## src/rtl/ws2812_pixel_streamer.sv

```systemverilog
// ws2812_pixel_streamer
//
// Upstream feeder for the WS2812 bit serializer. Holds one frame of
// per-LED colours written by host logic, applies a global brightness
// scale captured at frame start, and streams the frame one 24-bit GRB
// word at a time over a valid/ready handshake. The final word of the
// frame is flagged with px_last so the serializer can insert the latch gap.
//
// Ports:
//   clk          system clock
//   rst_n        synchronous, active-low reset (clears state and pixel store)
//   wr_en        pixel write strobe
//   wr_addr      pixel index, 0 = first LED in the chain
//   wr_data      colour as {R, G, B}
//   brightness   global scale, captured when a frame is accepted
//   frame_start  request one frame; honoured only while idle
//   busy         high while a frame is in progress
//   frame_done   one-cycle pulse after the last pixel is accepted
//   px_valid     px_data holds a word for the serializer
//   px_ready     serializer accepts the word
//   px_data      scaled colour as {G, R, B}
//   px_last      qualifies px_data as the last pixel of the chain
module ws2812_pixel_streamer #(
  parameter int NUM_LEDS = 8,
  parameter int AW       = (NUM_LEDS > 1) ? $clog2(NUM_LEDS) : 1
) (
  input  logic          clk,
  input  logic          rst_n,
  input  logic          wr_en,
  input  logic [AW-1:0] wr_addr,
  input  logic [23:0]   wr_data,
  input  logic [7:0]    brightness,
  input  logic          frame_start,
  output logic          busy,
  output logic          frame_done,
  output logic          px_valid,
  input  logic          px_ready,
  output logic [23:0]   px_data,
  output logic          px_last
);

  localparam logic [AW-1:0] LAST_IDX  = AW'(NUM_LEDS - 1);
  localparam logic [AW:0]   LED_COUNT = (AW + 1)'(NUM_LEDS);

  typedef enum logic [1:0] {
    IDLE = 2'd0,
    LOAD = 2'd1,
    SEND = 2'd2
  } state_t;

  // Scale one 8-bit component: (c * (b + 1)) >> 8. The product never
  // exceeds 255 * 256, so 16 bits hold it and bits [15:8] are the result.
  function automatic logic [7:0] scale_component(input logic [7:0] c,
                                                 input logic [7:0] b);
    return 8'(({8'd0, c} * ({8'd0, b} + 16'd1)) >> 8);
  endfunction

  // Scale an {R, G, B} pixel and reorder it into the {G, R, B} wire format.
  function automatic logic [23:0] scale_pixel(input logic [23:0] rgb,
                                              input logic [7:0]  b);
    return {scale_component(rgb[15:8], b),
            scale_component(rgb[23:16], b),
            scale_component(rgb[7:0], b)};
  endfunction

  logic [23:0]   mem_r [NUM_LEDS];
  state_t        state_r;
  logic [AW-1:0] idx_r;
  logic [7:0]    bright_q_r;
  logic          px_valid_r;
  logic          px_last_r;
  logic [23:0]   px_data_r;
  logic          frame_done_r;
  logic          busy_r;
  logic          wr_in_range_s;

  // Out-of-range indices exist whenever NUM_LEDS is not a power of two.
  assign wr_in_range_s = ({1'b0, wr_addr} < LED_COUNT);

  // Pixel store: host writes land at any time; reset clears every entry.
  always_ff @(posedge clk) begin
    if (!rst_n) begin
      for (int i = 0; i < NUM_LEDS; i++) begin
        mem_r[i] <= 24'd0;
      end
    end else if (wr_en && wr_in_range_s) begin
      mem_r[wr_addr] <= wr_data;
    end
  end

  // Frame sequencer: fetch one pixel, offer it, wait for the handshake.
  // A fetch reads the store before a same-cycle write updates it, so a
  // write only reaches the current frame if it lands before that fetch.
  always_ff @(posedge clk) begin
    if (!rst_n) begin
      state_r      <= IDLE;
      idx_r        <= '0;
      bright_q_r   <= 8'd0;
      px_valid_r   <= 1'b0;
      px_last_r    <= 1'b0;
      px_data_r    <= 24'd0;
      frame_done_r <= 1'b0;
      busy_r       <= 1'b0;
    end else begin
      frame_done_r <= 1'b0;
      case (state_r)
        IDLE: begin
          if (frame_start) begin
            idx_r      <= '0;
            bright_q_r <= brightness;
            busy_r     <= 1'b1;
            state_r    <= LOAD;
          end
        end
        LOAD: begin
          px_data_r  <= scale_pixel(mem_r[idx_r], bright_q_r);
          px_valid_r <= 1'b1;
          px_last_r  <= (idx_r == LAST_IDX);
          state_r    <= SEND;
        end
        SEND: begin
          // px_valid is always high here, so px_ready alone completes it.
          if (px_ready) begin
            px_valid_r <= 1'b0;
            if (idx_r == LAST_IDX) begin
              px_last_r    <= 1'b0;
              frame_done_r <= 1'b1;
              busy_r       <= 1'b0;
              state_r      <= IDLE;
            end else begin
              idx_r   <= idx_r + AW'(1);
              state_r <= LOAD;
            end
          end
        end
        default: begin
          px_valid_r <= 1'b0;
          px_last_r  <= 1'b0;
          busy_r     <= 1'b0;
          state_r    <= IDLE;
        end
      endcase
    end
  end

  assign busy       = busy_r;
  assign frame_done = frame_done_r;
  assign px_valid   = px_valid_r;
  assign px_data    = px_data_r;
  assign px_last    = px_last_r;

endmodule

```

## config.mk

```make
export PLATFORM = sky130hd
export DESIGN_NAME = ws2812_pixel_streamer
export DESIGN_NICKNAME = d
export VERILOG_FILES = /design/src/rtl/ws2812_pixel_streamer.sv
export SDC_FILE = /design/constraint.sdc
export NUM_CORES = 1
export LEC_CHECK = 0
export BUFFER_PORTS_ARGS = -buffer_cell sky130_fd_sc_hd__buf_4
export CORE_ASPECT_RATIO = 1.4
export CORE_MARGIN = 5
export CORE_UTILIZATION = 45
export DETAILED_ROUTE_END_ITERATION = 10
export MAX_ROUTING_LAYER = met4
export SLEW_MARGIN = 20
export SYNTH_ARGS = -nofsm -noshare
export SYNTH_HDL_FRONTEND = slang
export SYNTH_SLANG_ARGS = --single-unit
```

## constraint.sdc

```tcl
create_clock -name clk -period 8.6 [get_ports clk]
set_input_delay 2.15 -clock clk [delete_from_list [all_inputs] [get_ports clk]]
set_output_delay 2.15 -clock clk [all_outputs]
set_load 0.005 [all_outputs]
```

==> reports/results.tsv, run 1 <==
metric	value	unit
via count	10300	
routed length per instance	19.5	um
Synth area leader	edfxtp_1	
final period utilization	76.7	%
core area	35800	um^2
FF-to-FF path depth	19	
Synth top area share	35.3	%
CP Capture Type	flop	
Worst Path Required	9.03	ns
quantity of hold-fixing buffers added after cts	0	
Tmin final	6.59	ns
CP Max Fanout	41	
synthesized cell area	16300	um^2
PwrDens	170	nW/um^2
#FFs+latches synth	236	
H-tree depth	1	
Vias per Instance	5.26	
Final Hold Viols	0	
Setup CP Type	reg -> reg	
CTS max path bufs	3	
HP Class	reg -> reg	
post-synth cell types	58	
Die Span X	171	um
vias in the first global route	10800	
pin count of the biggest net entering global routing	64	
top post-synthesis cells by area	edfxtp_1 (35%), fa_1 (15%), and2_1 (7.9%)	
Clock Root Buffer	clkbuf_16	
Worst EP arrival	7.02	ns
final wirelength	38.3	mm
LEAKAGE	7.88	nW
Post-CTS Setup Bufs	0	
Syn Nets	1679	
Worst setup SP type	flop	
DRC	0	
setup_tns	0	ns
ANT nets after route	0	
Die ar.	40200	um^2
drt pass-1 iters	5	
# Max-Cap Violations	0	
Clk Latency, worst-skew pair	0.53	ns
fin area	18300	um^2
initial antenna violation count	0	
Rows	82	
dominant synthesized flop cell	edfxtp_1	
Clock Skew	0.0160	ns
Hold Worst Slack	0.457	ns
sequential area share after synthesis	40.7	%
most frequent cells in the layout	and2_1 (206), edfxtp_1 (192), nor2_1 (190), inv_1 (149), fa_1 (120)	
Slew Limit Headroom	26.5	%
max layer used	met4	
most common cell after layout, fill and taps aside	and2_1	
outcome	finished clean	
Layout area overhead	12.1	%
Layout Nets	1743	
Post-Route M1 WL	16.0	mm
FFs w/ async S/R, synth	0	%
actual slew at the worst max-slew pin	1.07	ns
Register-to-Register Setup Slack	2.01	ns
CTS tree	built	
peak supply drop	0.194	mV
final setup fails	0	
post-cts gate resize count	0	
antenna diode count	0	
routability cong.	0.830	
first-pass GRT wire length	61.0	mm
Syn Inst Count	1420	
fmax	152	MHz
Sink Count	236	
RSZ-0062 raised after global routing	no	
CTS clk-pin slew, worst paths	0.06	ns
Ports	68	
fillers	3185	
max-slew violation count	0	
routed length on met2	20.2	mm
ratio of cells with drive above 1 in the final layout	13.8	%
DP Area	17500	um^2
starting density of the core	45.6	%
remaining global-route overflow	0	
Die Ht	235	um
number of synthesized flops with an enable pin	192	
initial DRC count	564	
Post-Syn Area per Cell	11.5	um^2
WL met3	1.48	mm
Total Routing Usage GR	20.0	%
Port-buffer cells	67	
hold path depth	2	
Post-DP HPWL	27.2	mm
TritonCTS Buffers	24	
yosys warns	0	
==> worst max-delay path, stage by stage, from the launching register on <==
cell and delay (ns):
dfxtp_4 0.91, mux4_2 0.59, mux2i_1 0.68, or2_1 0.22, fa_1 0.42, fa_1 0.54
inv_1 0.05, fa_1 0.48, inv_1 0.05, fa_1 0.47, inv_1 0.04, ha_1 0.31
nand3_1 0.10, or4_1 0.40, o22a_1 0.25, a311oi_2 0.34, a31oi_1 0.20, xnor2_1 0.19
o21ai_1 0.07, and2_1 0.16
==> worst paths after layout <==
kind | from | to
min | px_data[3]$_SDFFE_PN0P_ | px_data[3]$_SDFFE_PN0P_
min reg2reg | px_data[3]$_SDFFE_PN0P_ | px_data[3]$_SDFFE_PN0P_
max reg2reg | flop | px_data[13]$_SDFFE_PN0P_
max | flop | px_data[13]$_SDFFE_PN0P_
==> metrics by stage <==
step	worst slack [ns]	power (mW)	utilization, %	cells
floorplan	2.49	1.85	-	1420
global placement	2.08	2.06	48.8	1920
detailed placement	1.97	2.07	48.8	1920
CTS	1.96	3.16	51.1	1964
global route	1.52	3.31	51.1	1964
finish	2.01	3.12	51.1	1964
==> report_power, final <==
part	switching [mW]	internal, mW	leakage [nW]	total, mW
clock network	0.433	0.646	0.405	1.08
logic	0.405	0.296	5.28	0.701
registers	0.0318	1.30	2.20	1.34
total	0.870	2.25	7.88	3.12
==> logic make-up (layout without fill, tap and decap cells) <==
group                    Yosys count  after routing  share of synthesized area (%)
AO/OA/AOI/OAI                     94             94                           3.82
XOR/XNOR                          32             32                           1.72
adder cells (fa/ha/maj)          219            219                           22.3
buffers and inverters            211            293                           4.99
flip-flops                       236            236                           40.7
multiplexers                      82             82                           8.94
AND/OR/NAND/NOR                  546            546                           17.5
==> registers in the layout, indices dropped and copies added (netlist names), named ones only <==
signal and count:
mem_r 192, px_data 24, bright_q_r 8, idx_r 3, state_r 2, busy 1, frame_done 1, px_last 1
px_valid 1
==> Yosys cell counts, drive strengths merged (13+ instances only) <==
cell type,n
inv,150
o21ai,30
edfxtp,192
nand2,34
mux2i,34
fa,120
nand2b,13
mux4,48
a21oi,13
nand3,23
or2,19
nor2,190
nor2b,32
and2,206
ha,99
clkbuf,51
xnor2,22
dfxtp,44
==> final cells by class <==
class / count / area [um^2] / share of cell area [%]
multi-input cells: 973 / 8930 / 48.8
flip-flops and latches: 236 / 6650 / 36.4
repair buffers: 99 / 743 / 4.07
clock buffers: 32 / 682 / 3.73
well taps: 462 / 578 / 3.16
inverters: 150 / 563 / 3.08
clock inverters: 12 / 135 / 0.739
==> routing by layer <==
metal  global-route usage (%)  up-vias
met1                     25.3     5203
met5                        -        -
met2                     35.1      191
li1                         -     4889
met4                     3.82        0
met3                     1.98       41
Note: power is estimated with default switching activity, not from simulation.
==> run 2, diff against run 1 <==
Settings changed: ABC_AREA set to 1.
Clock period 8.6 ns to 5.5 ns, I/O delays scaled along.
==> run 2 against run 1 <==
  * Sequential power is 57% higher
  * Cell count is 27% higher
  * Fmax is 26% higher
  * Routed wire length is 17% higher
  * First-iteration DRC count is 58% higher
  * Synthesized cell count is 36% higher
  * Critical path type unchanged
  * Largest power group is now combinational cells
==> reports/results.tsv, run 2 <==
metric	value	unit	change
most common cell in the netlist	nor2_1		
Worst Path Required	5.92	ns	-3.11 ns
most frequent cells in the layout	nor2_1 (533), inv_1 (277), nand2_1 (223), edfxtp_1 (192), buf_4 (122)		
actual slew at the worst max-slew pin	1.03	ns	-0.0441 ns
Port-buffer cells	67		unchanged
DP Area	18000	um^2	+2.8%
Vias per Instance	5.22		-0.71%
Layout area overhead	12.9	%	
CTS clk-pin slew, worst paths	0.06	ns	about the same
Tmin final	5.22	ns	-1.37 ns
CP Capture Type	flop		
HP Class	reg -> reg		
outcome	finished clean		
Ports	68		unchanged
Post-DP HPWL	31.8	mm	+17%
FF-to-FF path depth	22		+3
most frequent cells after synthesis	nor2_1 (534), inv_1 (281), nand2_1 (223)		
DRC	0		unchanged
sequential area share after synthesis	39.6	%	-1.1 points
number of synthesized flops with an enable pin	192		unchanged
Syn Inst Count	1936		+36%
pin count of the biggest net entering global routing	51		-20%
fmax	191	MHz	+26%
# Max-Cap Violations	0		unchanged
ratio of cells with drive above 1 in the final layout	10.5	%	-3.3 points
antenna diode count	0		unchanged
Rows	83		+1.2%
first-pass GRT wire length	71.6	mm	+17%
most common cell after layout, fill and taps aside	nor2_1		
hold path depth	2		unchanged
Layout Nets	2272		+30%
final wirelength	45.0	mm	+17%
Multi-input gate area	8690	um^2	-2.6%
Clock Root Buffer	clkbuf_16		
register area	6650	um^2	unchanged
Post-Syn Area per Cell	8.66	um^2	-25%
max-slew violation count	0		unchanged
initial antenna violation count	1		+1
top post-synthesis cells by area	edfxtp_1 (34%), fa_1 (14%), nor2_1 (12%)		
CTS tree	built		
starting density of the core	45.6	%	+0.071 points
quantity of hold-fixing buffers added after cts	0		unchanged
peak supply drop	0.201	mV	+3.1%
PwrDens	328	nW/um^2	+93%
Worst EP arrival	5.65	ns	-1.37 ns
synthesized cell area	16800	um^2	+2.8%
CP Max Fanout	14		-66%
H-tree depth	1		unchanged
Clock Skew	0.0107	ns	-0.00521 ns
Synth top area share	34.4	%	-0.97 points
fillers	3510		+10%
remaining global-route overflow	0		unchanged
max reg flops	192		unchanged
initial DRC count	892		+58%
setup ws final	0.275	ns	-1.73 ns
post-synth cell types	43		-26%
Die Ht	238	um	+1.3%
core area	36800	um^2	+2.7%
Setup CP Type	reg -> reg		
Reg with most FFs	mem_r		
Die Span X	173	um	+1.3%
Hold Worst Slack	0.469	ns	+0.0117 ns
Total Routing Usage GR	22.4	%	+2.4 points
fin area	18900	um^2	+3.5%
Setup WS pre-CTS	0.0227	ns	-1.95 ns
vias in the first global route	13300		+23%
ANT nets after route	0		unchanged
Sink Count	236		unchanged
CTS max path bufs	3		unchanged
final period utilization	95.0	%	+18 points
TritonCTS Buffers	24		unchanged
Clk Latency, worst-skew pair	0.53	ns	about the same
routed length per instance	18.0	um	-7.7%
Final Hold Viols	0		unchanged
FFs w/ async S/R, synth	0	%	unchanged
dominant synthesized flop cell	edfxtp_1		
#FFs+latches synth	236		unchanged
Slew Limit Headroom	31.3	%	+4.8 points
routability cong.	0.889		+7.1%
total power	6.21	mW	+99%
final setup fails	0		unchanged
LEAKAGE	8.85	nW	+12%
Syn Nets	2195		+31%
Die ar.	41300	um^2	+2.7%
Worst setup SP type	flop		
drt pass-1 iters	6		+1
via count	13000		+26%
post-layout util	51.5	%	+0.44 points
Synth area leader	edfxtp_1		
yosys warns	0		unchanged
-- run 2: cell types whose count changed after synthesis, moves of 26 or more --
cell,change
nand2_1,+189
inv_1,+132
nor2b_1,-32
nor2_1,+344
o21ai_0,+104
mux4_2,-45
nand3_1,+33
and2_1,-206
mux2i_1,-32
o22ai_1,+26
a21oi_1,+37
-- run 2: cells by family (layout without fill, tap and decap cells) --
group / Yosys count / count (layout) / synth area share [%]
AND/OR/NAND/NOR: 855 / 855 / 20.6
XOR/XNOR: 21 / 21 / 1.14
flip-flops: 236 / 236 / 39.6
buffers and inverters: 364 / 458 / 8.75
adder cells (fa/ha/maj): 219 / 219 / 21.7
AO/OA/AOI/OAI: 241 / 241 / 8.17
-- run 2: final timing paths --
check / slack, ns / to / start
max reg2reg: 0.28 / px_data[23]$_SDFFE_PN0P_ / bright_q_r[0]$_SDFFE_PN0P_
min: 0.47 / busy$_SDFFE_PN0P_ / busy$_SDFFE_PN0P_
min reg2reg: 0.47 / busy$_SDFFE_PN0P_ / busy$_SDFFE_PN0P_
max: 0.28 / px_data[23]$_SDFFE_PN0P_ / bright_q_r[0]$_SDFFE_PN0P_
-- run 2: worst max-delay path, cell delays in order (launching register included) --
cell and delay, ns:
dfxtp_1 0.35, ha_1 0.19, nand3_1 0.19, nor2_2 0.21, xor2_2 0.22, clkinvlp_4 0.14, buf_12 0.16, nor2_1 0.15
fa_1 0.47, fa_1 0.48, fa_1 0.52, inv_1 0.05, fa_1 0.47, inv_1 0.04, ha_1 0.33, a21oi_1 0.24
o21a_1 0.20, nor2_1 0.06, a2111oi_2 0.24, buf_4 0.17, a21oi_1 0.06, nor2_1 0.11, nor2_1 0.04
-- run 2: repair_timing --
item | CTS | global route
endpoints found under the setup margin | 0 | 7
buffers inserted | 0 | 4
endpoints found under the hold margin | 0 | 0
resized for setup | 0 | 17
-- run 2: where the power goes --
| group | internal [mW] | switching, mW |
|---|---|---|
| logic | 0.861 | 1.47 |
| registers | 2.06 | 0.0491 |
| clock network | 1.08 | 0.696 |
-- run 2: final cells by class --
| type | instances | share of cell area, % |
|---|---|---|
| timing repair buffer | 129 | 5.56 |
| clock inverter | 13 | 1.04 |
| inverter | 286 | 5.78 |
| multi-input combinational | 1336 | 45.9 |
| sequential | 236 | 35.1 |
| clock buffer | 30 | 3.46 |
| tap | 467 | 3.09 |
-- run 2: per-stage QoR --
step | TNS (ns) | std cells
2_1_floorplan | 0 | 1936
3_3_place_gp | 0 | 2449
3_5_place_dp | 0 | 2449
4_1_cts | 0 | 2492
5_1_grt | -0.00561 | 2497
6_report | 0 | 2497
-- run 2: per-layer routing --
layer	GRT usage (%)	part of all wire [%]
met5	-	0
met4	7.24	3.2
met3	2.41	4.6
met2	39.7	52
met1	26.8	40
